<file path="src/rtl/shift_pkg.sv">
`default_nettype none
// ============================================================================
// Module      : shift_pkg
// Description : Shared types and helpers for the multi-cycle shift sequencer.
//               - shift_dir_e : shift direction (left = toward index 0)
//               - seq_state_e : sequencer FSM state encoding
//               - min_step()  : size of the next pass, min(remaining, max)
// Revision    : 1.0 - initial release
// ============================================================================
package shift_pkg;

    typedef enum logic {
        SHIFT_LEFT  = 1'b0,
        SHIFT_RIGHT = 1'b1
    } shift_dir_e;

    typedef enum logic [1:0] {
        IDLE  = 2'd0,
        SHIFT = 2'd1,
        DONE  = 2'd2
    } seq_state_e;

    function automatic int unsigned min_step(input int unsigned remaining,
                                             input int unsigned max_mag);
        return (remaining < max_mag) ? remaining : max_mag;
    endfunction

endpackage
`default_nettype wire

</file>
<file path="src/rtl/shift_step.sv">
`default_nettype none
// ============================================================================
// Module      : shift_step
// Description : Combinational single shift pass of 0..MAX_SHIFT_MAG bits,
//               left (toward index 0) or right, zero fill or rotate.
// Ports       : i_data [0:LEN-1]  word to shift, index 0 is MSB
//               i_dir             0 = left, 1 = right
//               i_rot             0 = zero fill, 1 = rotate
//               i_amt  [STEP_W]   pass magnitude, never above MAX_SHIFT_MAG
//               o_data [0:LEN-1]  shifted word
// Revision    : 1.0 - initial release
// ============================================================================
module shift_step
    import shift_pkg::*;
#(
    parameter  int LEN           = 8,
    parameter  int MAX_SHIFT_MAG = 2,
    localparam int STEP_W        = $clog2(MAX_SHIFT_MAG + 1)
) (
    input  logic [0:LEN-1]    i_data,
    input  logic              i_dir,
    input  logic              i_rot,
    input  logic [STEP_W-1:0] i_amt,
    output logic [0:LEN-1]    o_data
);

    logic [0:LEN-1] w_fill;
    logic [31:0]    w_back;
    logic [0:LEN-1] w_left;
    logic [0:LEN-1] w_right;

    // Rotation is a shift OR'd with the word shifted the other way by
    // LEN-amt; with zero fill that second term vanishes. amt=0 gives a
    // back-shift of LEN, which clears the term as required.
    assign w_fill  = i_rot ? i_data : '0;
    assign w_back  = 32'(LEN) - 32'(i_amt);
    assign w_left  = (i_data << i_amt) | (w_fill >> w_back);
    assign w_right = (i_data >> i_amt) | (w_fill << w_back);
    assign o_data  = (i_dir == SHIFT_RIGHT) ? w_right : w_left;

endmodule
`default_nettype wire

</file>
<file path="src/rtl/shift_seq.sv">
`default_nettype none
// ============================================================================
// Module      : shift_seq
// Description : Multi-cycle shift sequencer. Accepts a word and a shift
//               request of any magnitude, applies it as passes of at most
//               MAX_SHIFT_MAG bits (one per clock) through shift_step, and
//               returns the result over a valid/ready handshake.
// Ports       : clk, rst (sync, active high)
//               in_valid/in_ready, in_data[0:LEN-1], in_dir, in_rot, in_amt
//               out_valid/out_ready, out_data[0:LEN-1], busy
// Options     : SHIFT_SEQ_BACK2BACK_EN - accept a new request in the same
//               cycle the result is taken (no IDLE bubble).
// Revision    : 1.0 - initial release
// ============================================================================
module shift_seq
    import shift_pkg::*;
#(
    parameter  int LEN           = 8,
    parameter  int MAX_SHIFT_MAG = 2,
    localparam int AMT_W         = $clog2(LEN) + 1
) (
    input  logic             clk,
    input  logic             rst,
    input  logic             in_valid,
    output logic             in_ready,
    input  logic [0:LEN-1]   in_data,
    input  logic             in_dir,
    input  logic             in_rot,
    input  logic [AMT_W-1:0] in_amt,
    output logic             out_valid,
    input  logic             out_ready,
    output logic [0:LEN-1]   out_data,
    output logic             busy
);

    localparam int               STEP_W     = $clog2(MAX_SHIFT_MAG + 1);
    localparam logic [AMT_W-1:0] c_len      = AMT_W'(LEN);
    localparam logic [AMT_W-1:0] c_rot_mask = AMT_W'(LEN - 1);

    if ((LEN < 1) || ((LEN & (LEN - 1)) != 0)) begin : g_bad_len
        $error("shift_seq: LEN must be a power of two");
    end
    if ((MAX_SHIFT_MAG < 1) || (MAX_SHIFT_MAG > LEN)) begin : g_bad_mag
        $error("shift_seq: MAX_SHIFT_MAG must be in 1..LEN");
    end

    seq_state_e       r_state;
    seq_state_e       w_next_state;
    seq_state_e       w_start_state;
    logic [0:LEN-1]   r_data;
    logic             r_dir;
    logic             r_rot;
    logic [AMT_W-1:0] r_remaining;
    logic [0:LEN-1]   r_out_data;
    logic [AMT_W-1:0] w_amt_eff;
    logic [AMT_W-1:0] w_step;
    logic             w_last;
    logic             w_accept;
    logic [0:LEN-1]   w_pass;

`ifdef SHIFT_SEQ_BACK2BACK_EN
    assign in_ready = !rst && ((r_state == IDLE) || ((r_state == DONE) && out_ready));
`else
    assign in_ready = !rst && (r_state == IDLE);
`endif

    assign w_accept = in_valid && in_ready;

    // Rotation only cares about amt mod LEN; a logical shift saturates at
    // LEN, which already clears the word.
    always_comb begin
        w_amt_eff = in_amt;
        if (in_rot) begin
            w_amt_eff = in_amt & c_rot_mask;
        end else if (in_amt > c_len) begin
            w_amt_eff = c_len;
        end
    end

    assign w_step = AMT_W'(min_step(32'(r_remaining), MAX_SHIFT_MAG));
    assign w_last = (r_remaining == w_step);

    shift_step #(
        .LEN          (LEN),
        .MAX_SHIFT_MAG(MAX_SHIFT_MAG)
    ) u_shift_step (
        .i_data(r_data),
        .i_dir (r_dir),
        .i_rot (r_rot),
        .i_amt (STEP_W'(w_step)),
        .o_data(w_pass)
    );

    always_comb begin
        w_next_state  = r_state;
        w_start_state = (w_amt_eff != '0) ? SHIFT : DONE;
        out_valid     = 1'b0;
        busy          = (r_state != IDLE);
        case (r_state)
            IDLE: begin
                if (w_accept) begin
                    w_next_state = w_start_state;
                end
            end
            SHIFT: begin
                if (w_last) begin
                    w_next_state = DONE;
                end
            end
            DONE: begin
                out_valid = 1'b1;
                // w_accept can only be high here in back-to-back builds.
                if (out_ready) begin
                    w_next_state = w_accept ? w_start_state : IDLE;
                end
            end
            default: begin
                w_next_state = IDLE;
            end
        endcase
    end

    always_ff @(posedge clk) begin
        if (rst) begin
            r_state     <= IDLE;
            r_data      <= '0;
            r_dir       <= 1'b0;
            r_rot       <= 1'b0;
            r_remaining <= '0;
            r_out_data  <= '0;
        end else begin
            r_state <= w_next_state;
            if (w_accept) begin
                r_data      <= in_data;
                r_dir       <= in_dir;
                r_rot       <= in_rot;
                r_remaining <= w_amt_eff;
                if (w_amt_eff == '0) begin
                    r_out_data <= in_data;
                end
            end else if (r_state == SHIFT) begin
                r_data      <= w_pass;
                r_remaining <= r_remaining - w_step;
                // Only the completed word is published on out_data.
                if (w_last) begin
                    r_out_data <= w_pass;
                end
            end
        end
    end

    assign out_data = r_out_data;

endmodule
`default_nettype wire

</file>
<file path="config.mk">
export PLATFORM = sky130hd
export DESIGN_NAME = shift_seq
export DESIGN_NICKNAME = d
export VERILOG_FILES = /design/src/rtl/shift_pkg.sv /design/src/rtl/shift_step.sv /design/src/rtl/shift_seq.sv
export SDC_FILE = /design/constraint.sdc
export NUM_CORES = 1
export LEC_CHECK = 0
export CAP_MARGIN = 20
export CORE_MARGIN = 5
export CORE_UTILIZATION = 30
export CTS_CLUSTER_SIZE = 8
export DETAILED_ROUTE_END_ITERATION = 8
export MAX_ROUTING_LAYER = met4
export PLACE_DENSITY = 0.49
export SKIP_CTS_REPAIR_TIMING = 1
export SYNTH_ARGS = -nofsm -noshare
export SYNTH_HDL_FRONTEND = slang
export SYNTH_SLANG_ARGS = --single-unit
</file>
<file path="constraint.sdc">
create_clock -name clk -period 2.7 [get_ports clk]
set_clock_uncertainty 0.2 [all_clocks]
set_input_delay 0.675 -clock clk [delete_from_list [all_inputs] [get_ports clk]]
set_output_delay 0.675 -clock clk [all_outputs]
set_load 0.02 [all_outputs]
</file>
==> results.md, run 1 <==
- Outcome: finished, final reports clean
- Clock latency on the worst-skew pair: 270 ps
- HP Class: reg2reg
- Post-Layout Inst Area: 2232 um^2
- Post-placement cell area: 2158 um^2
- Clock slew at reported path FFs: approximately 90 ps
- # diodes: 0
- Syn Inst Count: 212
- Clk sinks: 24
- Power Dens Cells: around 490 nW/um^2
- Area growth syn-to-layout: 32.15%
- Seq cells post-synth: 24
- Post-Synth XOR/XNOR Area: 0%
- Chip height: 85.04 um
- H-tree levels: 1
- Final setup vio count: 0
- Fin crit share: just over 90%
- Sequential Power Share: 38.5%
- Final number of hold-violating endpoints: 0
- Starting Density: between 30% and 40%
- Yosys warns: 0
- Cell-internal power: about 0.00074 W
- CTS tree: done
- Post-Synth Adder-Cell Area: 1.481%
- GPL Wtd Cong: around 0.9
- Achievable Freq: 397.6 MHz
- Sw frac: 31.56%
- Worst EP arrival: around 2500 ps
- Max-cap violations: 0
- Fraction of layout cells with a size suffix above 1: 16.14%
- Vias per cell: 5.316
- Gr ovfl total: 0
- Fraction of registers with async set/reset: 0%
- Num rows: 27
- TritonRoute pass-1 iters: 4
- CP startpoint kind: primary input
- Final min period: 2515 ps
- Synth Flop Type: dfxtp_1
- P_leak: 0.8110 nW
- Routed Antenna Nets: 0
- Worst vdd ir: 0.0002241 V
- Register area share after synthesis: between 20% and 30%
- Synth Area in Compound Gates: 27.85%
- First-pass GRT wire length: 8459 um
- Core area: 5473 um^2
- Die Area: approximately 7200 um^2
- Syn Nets: 232
- DR WL/cell: around 16 um
- Mux cell area share after synthesis: 6.444%
- Initial DRC count: 127
- Required time worst endpoint: 2650 ps
- Hold_ws: 279.8 ps
- Vias in the first global route: 1,680
- Initial antenna violation count: 0
- Syn_area_per_cell: 7.968 um^2
- Main combinational cell family by area after synthesis: simple AND/OR/NAND/NOR gates
- Cts bufs inserted: 3
- Routed via count: between 1,500 and 2,000
- Distinct cell type count after synthesis: 50
- Clk buf depth: 2
- Post-Synth Simple-Gate Area: 28.89%
- Logic pwr share: roughly a third
- Die Wd: 85.04 um
- Setup crit end kind: register
- Setup_tns: 0 ps
- Clock power share: 30.0%
- Clk root buf: clkbuf_8
- DRC errors left: 0
- Unrepaired setup endpoints after global routing: false
- Total GRT Usage: between 10% and 20%
- CP Class: in2reg
- Nets: 275
- Max Transition Viols Final: 0
- WL final: roughly 5100 um
- Number of flops mapped to enable cells by yosys: 0
- # fillers: 583
- Max FO, Critical Path: 9
- Cell Area, Synth: around 1700 um^2
- Largest net degree at the start of global routing: 26
- Port buffer count: 28
- Hpwl dp: between 3000 and 4000 um
- I/O Pins: 29
- NetSw: 0.0003418 W
-- path summary, 6_finish.rpt --
| check | startpoint | endpoint | slack (ps) | depth (start not counted) |
|---|---|---|---|---|
| max | rst | out_data[1]$_SDFFE_PP0P_ | 180 | 7 |
| min | out_data[7]$_SDFFE_PP0P_ | out_data[7]$_SDFFE_PP0P_ | 280 | 2 |
| min reg2reg | out_data[7]$_SDFFE_PP0P_ | out_data[7]$_SDFFE_PP0P_ | 280 | 2 |
| max reg2reg | r_remaining[2]$_SDFFE_PP0P_ | r_data[0]$_SDFFE_PP0P_ | 230 | 9 |
-- per-layer routing --
metal  up-vias  global-route usage (%)  wire length, um
met5         -                       -                0
met4         0                   4.892               69
met3         8                   1.456              200
met2        56                   21.19             2163
met1       793                   21.05             2653
li1        876                       -                -
-- cell type report --
class                           instances  area [um^2]  area share [%]
Clock buffer                            3        41.29           1.850
Multi-Input combinational cell        167         1096           49.10
Sequential cell                        24        480.5           21.52
Timing Repair Buffer                   53        470.5           21.08
Inverter                                6        23.77           1.065
Clock inverter                          1        30.03           1.345
Tap cell                               72        90.09           4.036
-- cell families after synthesis --
group                      after synthesis
DFF                                     24
buffers and inverters                   21
adders and majority gates                2
muxes                                    9
other                                    1
AOI/OAI and AO/OA                       65
and+or+nand+nor                         90
-- sequential cells by signal, indices dropped and copies added (netlist names) --
register / count
r_dir: 1
r_rot: 1
r_remaining: 4
r_state: 2
out_data: 8
r_data: 8
-- power groups by stage --
stage          registers, W  clock network [W]  logic, W
2_1_floorplan      0.000415                  0  0.000212
3_3_place_gp       0.000426                  0  0.000342
3_5_place_dp       0.000424                  0  0.000341
4_1_cts            0.000416           0.000337  0.000342
5_1_grt            0.000421           0.000352  0.000375
6_report           0.000417           0.000325  0.000341
-- worst max-delay path: stages --
cell and delay (ps):
clkdlybuf4s50_1 480, or4b_1 490, buf_4 180, nand2_1 130
a211oi_1 70, nor3_1 320, a211oi_1 130
-- stage by stage --
| stage | instances | setup WS (ps) | utilization [%] | power, W |
|---|---|---|---|---|
| final | 326 | 184.8 | 40.79 | 0.001083 |
| after global routing | 326 | 78.44 | 40.79 | 0.001149 |
| after CTS | 326 | -89.73 | 40.74 | 0.001096 |
| after detailed placement | 322 | -109.8 | 39.44 | 0.0007652 |
| after global placement | 322 | -107.7 | 39.44 | 0.0007677 |
| after floorplan | 212 | 176.8 | - | 0.0006270 |
-- cell usage in the layout (no fill, tap or decap), types with 3 or more instances in the layout --
| cell type | instances |
|---|---|
| nand3b_1 | 5 |
| nor2_1 | 20 |
| a211oi_1 | 8 |
| a22oi_1 | 5 |
| nor2b_1 | 5 |
| a21oi_1 | 11 |
| inv_1 | 4 |
| clkbuf_8 | 3 |
| buf_4 | 25 |
| nand2b_1 | 13 |
| mux2i_1 | 6 |
| o22ai_1 | 6 |
| clkdlybuf4s50_1 | 27 |
| o211ai_1 | 3 |
| dfxtp_1 | 24 |
| nand2_1 | 25 |
| a311oi_1 | 4 |
| nor3_1 | 4 |
| o221ai_1 | 5 |
| o21ai_0 | 8 |
| nand3_1 | 8 |
-- Yosys cell counts, types with 6 or more instances --
master	n	share of area, %
o22ai_1	6	2.2
nand2b_1	13	4.8
nand3_1	8	2.4
a211oi_1	8	3.6
o21ai_0	8	2.4
mux2i_1	6	3.6
dfxtp_1	24	28
nor2_1	20	4.4
a21oi_1	11	3.3
nand2_1	25	5.6
Power figures use the tool's default switching activity.
==> run 2, diff against run 1 <==
- GPL_TIMING_DRIVEN: default -> 0
- SLEW_MARGIN: default -> 20
==> results.md, run 2 (synthesis gave the netlist of run 1 again) <==
- HP Class: reg2reg
- Worst vdd ir: 0.0001938 V (-14%)
- I/O Pins: 29 (unchanged)
- # diodes: 0 (unchanged)
- Nets: 265 (-3.6%)
- Gr ovfl total: 0 (unchanged)
- Crit path cell chain: or3_4 > inv_4 > buf_8 > ha_1 > buf_4 > mux4_1 > a211o_1 > o211ai_1 > a21oi_1
- Chip height: 85.04 um (unchanged)
- Max-Slew Margin vs Limit: approximately 61%
- CTS tree: done
- Power Dens Cells: 464.9 nW/um^2 (-4.2%)
- TritonRoute pass-1 iters: 4 (unchanged)
- Unrepaired setup endpoints after global routing: true
- H-tree levels: 1 (unchanged)
- Largest net degree at the start of global routing: 14 (-46%)
- Crit-path leading delay family: compound AO/OA/AOI/OAI gates
- Commonest non-fill, non-tap cell in the layout: clkdlybuf4s50_1
- Die Area: 7231 um^2 (unchanged)
- WL final: 5312 um (+4.4%)
- CP max stage delay: 430 ps (-60 ps)
- Max Transition Viols Final: 0 (unchanged)
- Area growth syn-to-layout: 28.37%
- Port buffer count: 28 (unchanged)
- Clk buf depth: 2 (unchanged)
- GPL Wtd Cong: 0.9047 (+0.19%)
- Achievable Freq: 383.4 MHz (-3.6%)
- Clock power share: 25.4% (-4.6 points)
- P_leak: 0.7659 nW (-5.6%)
- Required time worst endpoint: 2660 ps (about the same)
- Outcome: finished, final reports clean
- Setup WS post-layout: 91.48 ps (-93.34 ps)
- Commonest non-fill, non-tap cells in the layout: clkdlybuf4s50_1, nand2_1, dfxtp_1, nor2_1, nand2b_1
- Post-placement cell area: 2059 um^2 (-4.6%)
- Clock slew at reported path FFs: 90 ps (about the same)
- Die Wd: 85.04 um (unchanged)
- Initial DRC count: 139 (+9.4%)
- CP startpoint kind: register
- Final min period: 2609 ps (+93.34 ps)
- Routed Antenna Nets: 0 (unchanged)
- Max FO, Critical Path: 10 (+1)
- Post-Layout Inst Area: 2168 um^2 (-2.9%)
- Max-cap violations: 0 (unchanged)
- DRC errors left: 0 (unchanged)
- Logic pwr share: 34.1% (+2.6 points)
- CP Class: reg2reg
- Worst path slowest cell: or3_4
- Hpwl dp: 3939 um (+1.9%)
- Worst EP arrival: 2570 ps (+100 ps)
- Total GRT Usage: 15.26% (+0.64 points)
- First-pass GRT wire length: 8666 um (+2.4%)
- Final setup vio count: 0 (unchanged)
- Worst-margin pin slew: 579.5 ps
- Setup crit end kind: register
- Core area: 5473 um^2 (unchanged)
- Vias per cell: 5.525 (+3.9%)
- Routed via count: 1,746 (+0.75%)
- Clk root buf: clkbuf_8
- Starting Density: 30.86% (unchanged)
- NetSw: 0.0003471 W (+1.6%)
- Utilization after layout: 39.62% (-1.2 points)
- Clk sinks: 24 (unchanged)
- Cts bufs inserted: 3 (unchanged)
- Vias in the first global route: 1,686 (+0.36%)
- Fin crit share: 96.61% (+3.5 points)
- DR WL/cell: 16.81 um (+7.7%)
- Dpl ws: -848.1 ps (-738.3 ps)
- Fraction of layout cells with a size suffix above 1: 14.34% (-1.8 points)
- CP Buf/Inv Count: 3 (+1)
- Sw frac: 34.43% (+2.9 points)
- # fillers: 571 (-2.1%)
- Cell-internal power: 0.0006611 W (-11%)
- Final number of hold-violating endpoints: 0 (unchanged)
- Clock latency on the worst-skew pair: 270 ps (about the same)
- Initial antenna violation count: 0 (unchanged)
- Sequential Power Share: 40.5% (+2.0 points)
- Num rows: 27 (unchanged)
-- run 2: through the flow --
step | TNS (ps) | total power [W] | std cells | hold slack, ps
after floorplan | 0 | 0.0006270 | 212 | 252.7
after global placement | -7721 | 0.0007463 | 312 | 264.4
after detailed placement | -6997 | 0.0007418 | 312 | 271.6
after CTS | -2967 | 0.0009994 | 316 | 288.8
after global routing | 0 | 0.001065 | 316 | 307.1
final | 0 | 0.001008 | 316 | 286.9
-- run 2: final timing paths --
kind,end,from,cells after the start,slack (ps)
setup / recovery,out_data[7]$_SDFFE_PP0P_,r_remaining[1]$_SDFFE_PP0P_,9,90
hold / removal,out_data[7]$_SDFFE_PP0P_,out_data[7]$_SDFFE_PP0P_,2,290
setup reg to reg,out_data[7]$_SDFFE_PP0P_,r_remaining[1]$_SDFFE_PP0P_,9,90
hold reg to reg,out_data[7]$_SDFFE_PP0P_,out_data[7]$_SDFFE_PP0P_,2,290
-- run 2: cell type report --
class | count | area (um^2) | share of cell area [%]
inverter | 6 | 25.02 | 1.154
buffer | 14 | 98.84 | 4.559
multi-input combinational | 167 | 1121 | 51.70
tap | 72 | 90.09 | 4.155
sequential | 24 | 485.5 | 22.39
clock buffer | 4 | 55.05 | 2.539
timing repair buffer | 29 | 292.8 | 13.50
-- run 2: layer usage --
| layer | share of wire, % | vias to the layer above | global-route usage, % |
|---|---|---|---|
| met5 | 0 | - | - |
| met4 | 1.2 | 0 | 5.324 |
| met3 | 4.0 | 6 | 1.553 |
| met2 | 45 | 47 | 22.74 |
| met1 | 50 | 841 | 21.32 |
| li1 | - | 852 | - |
-- run 2: power groups by stage --
stage / Combinational, W / Sequential [W] / Clock, W
6_report: 0.000344 / 0.000408 / 0.000256
2_1_floorplan: 0.000212 / 0.000415 / 0
3_5_place_dp: 0.000327 / 0.000415 / 0
5_1_grt: 0.000377 / 0.000412 / 0.000276
4_1_cts: 0.000328 / 0.000407 / 0.000264
3_3_place_gp: 0.000330 / 0.000416 / 0
-- run 2: worst register-to-register path, cell delays in order (launching register included) --
cell and delay [ps]:
dfxtp_4 380, or3_4 430, inv_4 100, buf_8 140, ha_1 230, buf_4 170
mux4_1 240, a211o_1 310, o211ai_1 220, a21oi_1 100
